`src/rtl/updown_ctrl_pkg.sv`:
```
// updown_ctrl_pkg
//   Shared types and helpers for the shared up/down step counter and its
//   round-robin arbiter.
//   - dir_e   : step direction carried on each requester's dir bit
//   - rr_next : round-robin pointer advance, modulo the requester count
package updown_ctrl_pkg;

    typedef enum logic {
        DIR_UP   = 1'b0,
        DIR_DOWN = 1'b1
    } dir_e;

    // Next search start after granting requester `ptr` out of `n`.
    function automatic int unsigned rr_next(input int unsigned ptr, input int unsigned n);
        return (ptr + 1) % n;
    endfunction

endpackage

```
`src/rtl/rr_arbiter.sv`:
```
// rr_arbiter
//   Purely combinational round-robin search: grants the first asserted
//   request at or after ptr, wrapping modulo NREQ.
// Ports:
//   req    in  NREQ           pending requests
//   ptr    in  $clog2(NREQ)   index where the search starts
//   gnt    out NREQ           one-hot grant, zero when req is zero
//   gnt_id out $clog2(NREQ)   index of the granted requester (0 when none)
module rr_arbiter #(
    parameter int unsigned NREQ = 4
) (
    input  logic [NREQ-1:0]         req,
    input  logic [$clog2(NREQ)-1:0] ptr,
    output logic [NREQ-1:0]         gnt,
    output logic [$clog2(NREQ)-1:0] gnt_id
);

    localparam int unsigned IDW = $clog2(NREQ);

    logic           found;
    logic [IDW-1:0] idx;

    always_comb begin
        gnt    = '0;
        gnt_id = '0;
        found  = 1'b0;
        idx    = '0;
        for (int unsigned k = 0; k < NREQ; k++) begin
            idx = IDW'((32'(ptr) + k) % NREQ);
            if (!found && req[idx]) begin
                found      = 1'b1;
                gnt[idx]   = 1'b1;
                gnt_id     = idx;
            end
        end
    end

endmodule

```
`src/rtl/updown_counter_arbiter.sv`:
```
// updown_counter_arbiter
//   One up/down step counter shared by NREQ requesters. A round-robin
//   arbiter accepts at most one unit step per clock; the accepted step is
//   applied to the count on that edge.
// Ports:
//   clock    in   clock, all state on posedge
//   reset    in   synchronous active-high reset
//   clear    in   synchronous clear of the count; blocks arbitration
//   req      in   NREQ   per-requester pending step
//   dir      in   NREQ   per-requester direction (0 up, 1 down)
//   gnt      out  NREQ   one-hot combinational grant
//   value    out  WIDTH  registered count
//   last_id  out  $clog2(NREQ) most recently granted requester, registered
//   sat_err  out  one-cycle pulse after a clamped step
// Configuration:
//   COUNTER_SAT_EN  defined: the count saturates at 0 and 2^WIDTH-1 and
//                   sat_err reports each clamp; undefined: modulo wrap and
//                   sat_err is constant 0.
module updown_counter_arbiter
    import updown_ctrl_pkg::*;
#(
    parameter int unsigned NREQ  = 4,
    parameter int unsigned WIDTH = 32
) (
    input  logic                    clock,
    input  logic                    reset,
    input  logic                    clear,
    input  logic [NREQ-1:0]         req,
    input  logic [NREQ-1:0]         dir,
    output logic [NREQ-1:0]         gnt,
    output logic [WIDTH-1:0]        value,
    output logic [$clog2(NREQ)-1:0] last_id,
    output logic                    sat_err
);

    localparam int unsigned IDW = $clog2(NREQ);

    logic [WIDTH-1:0] value_d,   value_q;
    logic [IDW-1:0]   ptr_d,     ptr_q;
    logic [IDW-1:0]   last_id_d, last_id_q;
`ifdef COUNTER_SAT_EN
    logic             sat_err_d, sat_err_q;
`endif

    logic [NREQ-1:0]  arb_req;
    logic [IDW-1:0]   gnt_id;
    logic             step_valid;
    dir_e             step_dir;

    // Reset and clear both suppress arbitration so a pending request stays
    // pending rather than being consumed by a cycle that cannot apply it.
    assign arb_req = (reset || clear) ? '0 : req;

    rr_arbiter #(
        .NREQ (NREQ)
    ) u_arb (
        .req    (arb_req),
        .ptr    (ptr_q),
        .gnt    (gnt),
        .gnt_id (gnt_id)
    );

    assign step_valid = |gnt;
    assign step_dir   = dir_e'(dir[gnt_id]);

    always_comb begin
        value_d   = value_q;
        ptr_d     = ptr_q;
        last_id_d = last_id_q;
`ifdef COUNTER_SAT_EN
        sat_err_d = 1'b0;
`endif
        if (clear) begin
            value_d = '0;
        end else if (step_valid) begin
            ptr_d     = IDW'(rr_next(32'(gnt_id), NREQ));
            last_id_d = gnt_id;
            if (step_dir == DIR_UP) begin
`ifdef COUNTER_SAT_EN
                if (value_q == '1) sat_err_d = 1'b1;
                else               value_d   = value_q + 1'b1;
`else
                value_d = value_q + 1'b1;
`endif
            end else begin
`ifdef COUNTER_SAT_EN
                if (value_q == '0) sat_err_d = 1'b1;
                else               value_d   = value_q - 1'b1;
`else
                value_d = value_q - 1'b1;
`endif
            end
        end
    end

    always_ff @(posedge clock) begin
        if (reset) begin
            value_q   <= '0;
            ptr_q     <= '0;
            last_id_q <= '0;
`ifdef COUNTER_SAT_EN
            sat_err_q <= 1'b0;
`endif
        end else begin
            value_q   <= value_d;
            ptr_q     <= ptr_d;
            last_id_q <= last_id_d;
`ifdef COUNTER_SAT_EN
            sat_err_q <= sat_err_d;
`endif
        end
    end

    assign value   = value_q;
    assign last_id = last_id_q;
`ifdef COUNTER_SAT_EN
    assign sat_err = sat_err_q;
`else
    assign sat_err = 1'b0;
`endif

endmodule

```
`config.mk`:
```
export PLATFORM = sky130hd
export DESIGN_NAME = updown_counter_arbiter
export DESIGN_NICKNAME = d
export VERILOG_FILES = /design/src/rtl/updown_ctrl_pkg.sv /design/src/rtl/rr_arbiter.sv /design/src/rtl/updown_counter_arbiter.sv
export SDC_FILE = /design/constraint.sdc
export NUM_CORES = 1
export LEC_CHECK = 0
export BUFFER_PORTS_ARGS = -buffer_cell sky130_fd_sc_hd__buf_4
export CORE_MARGIN = 5
export CORE_UTILIZATION = 44
export DETAILED_ROUTE_END_ITERATION = 12
export PLACE_DENSITY = 0.76
export SETUP_SLACK_MARGIN = 0.15
export SLEW_MARGIN = 20
export SYNTH_ARGS = -nofsm -noshare
export SYNTH_HDL_FRONTEND = slang
export SYNTH_SLANG_ARGS = --single-unit
```
`constraint.sdc`:
```
create_clock -name clock -period 15.4 [get_ports clock]
set_input_delay 0 -clock clock [delete_from_list [all_inputs] [get_ports clock]]
set_output_delay 0 -clock clock [all_outputs]
set_load 0.005 [all_outputs]
```
-- Yosys cells after proc, flatten, opt, wreduce, memory -nomap -nowiden
Cells that the tools add are included.
- register bits: 36
- input port bits: 11
- word-level logic and storage cells: 67
- $add $sub $neg: 6
- $lt $le $gt $ge: 9
- mux-type cells: 31
- bitwise operators: 4
- reduce and logical (&&, ||, !) cells: 14
- operator list (operator ; number):
    32-bit by 1-bit adder with 32-bit output, second input constant ; 1
    32-bit two-way mux ; 1
    32-bit by 1-bit subtractor with 32-bit output, second input constant ; 1
    4-bit two-way mux ; 5
    2-bit by 3-bit less-than comparator with 1-bit output, second input constant ; 5
    1-bit two-way mux ; 12
    4-bit OR ; 3
    1-bit binary-select mux with 2-bit select ; 5
    1-bit demux with 2-bit select ; 4
    2-bit by 1-bit >= comparator with 1-bit output, second input constant ; 4
    2-bit two-way mux ; 4
    1-bit logical AND ; 7
    2-bit by 1-bit adder with 2-bit output, second input constant ; 2
    2-bit adder, second input constant ; 2
    4-bit OR reduction ; 1
    1-bit logical NOT ; 3
    2-bit AND reduction ; 1
    2-bit OR reduction ; 1
    1-bit logical OR ; 1
    1-bit NOT ; 1

-- Depth between registers and ports, before layout
- depth after elaboration: 17
- mapped depth: 20
- gate-level depth less buffers: 19

-- Cells and area by module
Synthesis repeated with hierarchy kept, for this count alone.
- cell total of the unflattened synthesis: 429
- area total of the unflattened synthesis: 3430.8 um^2
- modules (own cells, without submodules) (module ; instances ; cells an instance ; area each (um^2) ; sequential area each (um^2)):
    updown_counter_arbiter ; 1 ; 381 ; 2991.6 ; 720.7
    rr_arbiter ; 1 ; 48 ; 439.2 ; 0.0

-- Worst setup path after synthesis
OpenSTA, ideal clock, no wires.
- path type: reg2reg
- start: register ptr_q[0]
- end: register value_q[20], in the netlist value[20]
- library setup time: 0.070 ns
- arrival time: 5.386 ns
- path slack: 9.944 ns
- cell stages (with the launch flop): 19
- buffers on the path: 1
- period minus slack after synthesis: 5.456 ns
- cells stage by stage: dfxtp_1 -> buf_2 -> inv_1 -> ha_1 -> mux4_2 -> nor3b_1 -> o21ai_0 -> o31ai_2 -> mux4_2 -> ha_1 -> nor2b_1 -> o31a_1 -> nor3_1 -> o21ai_0 -> o31ai_1 -> a31oi_1 -> o21ai_0 -> or3b_2 -> a21oi_1
- longest elaborated chain between the ends: 15
- RTL lines (what ; RTL line ; RTL):
    start, declared ; updown_counter_arbiter.sv:39 ; logic [IDW-1:0] ptr_d, ptr_q;
    start signal, assigned ; updown_counter_arbiter.sv:106 ; ptr_q <= ptr_d;
    parallel branches: the longest is 15 deep, another holds 2-bit by 3-bit less-than comparator with 1-bit output ; -- ;
    end signal, assigned ; updown_counter_arbiter.sv:105 ; value_q <= value_d;
    end, declared ; updown_counter_arbiter.sv:38 ; logic [WIDTH-1:0] value_d, value_q;
Several ways; the timed one is not identified. The select of a mux whose other input is x is not followed.
A chain may end at the register's enable or synchronous reset.

-- Final worst setup path
Ends and elaborated chain as after synthesis.

==> qor.yml <==
hold_path_class: "in2reg"
synth_fp_nets: 475
maxCapViolCount: 0
crit_arrival_ps: 6460
crit_required_ps: 15610
drt-vias-per-instance: 5.719
synth_commonest_cells: "46 x nor2_1, 44 x a21oi_1, 40 x nand2_1, 38 x ha_1, 36 x dfxtp_1"
synth_edf_count: 0
cts_tree: "done"
drtIter0Drc: 156
numCtsBuffers: 5
layout.nets: 515
cp-end-kind: "register"
synth_cells: 425
yosysUniqueCellTypes: 63
antenna_found_initial: 0
slew_viol_final: 0
synthToLayoutAreaGrowth_pct: 14.61
cp-startpoint: "ptr_q[0]"
diodes: 0
syn_avg_cell_area_sq_um: 7.881
drt_wl_total_microns: 8013
dieArea_sq_um: 9458
clkSlewWorstSetupHoldPaths_ps: 70
critPathMaxStageDelay_ps: 920
grt.total_usage_pct: 16.71
grt_pass1_vias: 3095
p_per_area_nw_per_um2: 163.8
rsz0062_at_grt: "false"
hold_violations: 0
slew_headroom_pct: 43.23
crit_type: "reg2reg"
clk_latency_ps: 290
cp-start-kind: "register"
dr.pass1.iters: 5
yosysMostFrequentCell: "nor2_1"
ys_seq_elements: 36
ys_seq_area_share_pct: 21.52
post-route-drc-count: 0
grt_max_degree: 57
die_x_microns: 97.25
io_buffers: 48
post-cts-setup-buffer-count: 0
drive_gt1_share_pct: 15.88
vias: 3231
cts_resized: 0
gp_congestion: 0.9300
cts.sinks: 36
ys.flop_type: "dfxtp_1"
drtAntennaViolNets: 0
period_needed_ps: 6242
synthTopCellsByArea: "dfxtp_1 22%, ha_1 14%, a21oi_1 6.6%, nor2_1 5.2%, nand2_1 4.5%"
grt-ovfl-total: 0
skew_ps: 8.193
h-tree-depth: 2
crit_top_cell: "o21ai_0"
cp_max_fo: 36
tightest_slew_ps: 830.1
power_leakage_nw: 1.768
final_core_util_pct: 52.36
hpwl_microns: 6046
status: "complete, no violations"
min_from: "clear"
die_h_microns: 97.25
async_reset_ff_share_pct: 0
timing.fmax_mhz: 160.2
ir_drop_uv: 77.74
initial_utilization_pct: 45.69
yosys.area.top_type_share_pct: 21.52
cts_buffer_depth: 2
finalCritPeriodShare_pct: 40.53
slowest_stage: "mux4_2"
r2r_slack_ps: 9160
io_pins: 50
yosysWarningCount: 0
floorplan.rows: 31
path_cells: "inv_1 -> ha_1 -> mux4_2 -> nor3b_1 -> o21ai_0 -> o31ai_2 -> mux4_2 -> ha_1 -> nor2b_1 -> o31a_1 -> nor3_1 -> o21ai_0 -> o31ai_1 -> a31oi_1 -> o21ai_0 -> or3b_2 -> a21oi_1"
cts_root_buffer: "clkbuf_8"
yosys.area.top_type: "dfxtp_1"
fin_tns_setup_ps: 0
core_area_sq_um: 7331
setup_viol: 0
grt_pass1_wl_microns: 13720
routedWlPerCell_microns: 14.18
reg2reg_from: "ptr_q[0]"
netlist_area_sq_um: 3349
cts_hold_buf: 1
kinds of logic after synthesis:
kind of cell / share of synthesized area, %
simple gates: 21.33
fa+ha+maj: 14.79
flops: 21.52
compound gates: 28.54
other cells: 0.1120
xor+xnor: 3.922
buf+inv: 5.117
mux: 4.669
metal layers:
layer	up-vias	part of all wire, %	track usage [%]
li1	1650	-	-
met1	1498	46	21.07
met2	79	48	29.30
met3	4	5.7	3.446
met4	0	0.56	3.727
met5	-	0	0
sequential cells by signal (all words and copies together) (netlist names):
signal,count
last_id,2
ptr_q,2
value,32
critical path: cells and delay by family, from the launching register on:
kind	cells	cell delay, ps
mux	2	1460
compound gates	8	1770
fa+ha+maj	2	910
buf+inv	1	140
simple gates	4	1200
flops	1	680
power breakdown:
group	leakage (nW)	internal, mW	switching (mW)
registers	0.293	0.114	0.0240
clock network	0.0455	0.0365	0.0348
logic	1.43	0.182	0.237
total	1.77	0.333	0.295
per-stage QoR:
stage                     setup slack, ps  total power [mW]  hold slack [ps]  std cells  area (sq um)
after floorplan                      9944            0.4712            69.72        425          3349
after global placement               9458            0.5458            210.9        556          3739
after detailed placement             9226            0.5566            216.4        556          3739
after CTS                            9207            0.6311            207.7        565          3839
after global routing                 8715            0.6916            229.3        565          3839
final                                9158            0.6287            212.7        565          3839
path summary, 6_finish.rpt:
kind / endpoint / depth (start not counted)
setup reg to reg: value[20] / 17
hold / removal: value[10] / 4
hold reg to reg: value[17] / 2
setup / recovery: value[20] / 17
final cells by class:
cell class	count	area [sq um]
fill	690	3492
multi-input combinational	356	2466
sequential	36	720.7
timing repair buffer	50	377.9
tap	99	123.9
clock buffer	8	90.09
inverter	16	60.06
cell usage in the layout (no fill, tap or decap), types with 3 or more instances in the layout:
master,n
ha_1,38
a31oi_1,6
inv_1,15
or3_1,4
a21boi_0,3
a21o_1,12
nor2_1,46
xnor2_1,9
o31a_1,7
or2_2,3
o21ai_0,24
and3_1,6
nand2_1,40
a221o_1,5
a21oi_1,44
dfxtp_1,36
nand3_1,11
mux4_2,3
o31ai_1,5
o21a_1,12
buf_4,49
clkbuf_8,6
a22oi_1,4
mux2i_1,4
nand2b_1,5
xor2_1,6
nor3_1,16
a2111oi_0,3
Power figures use the tool's default switching activity.
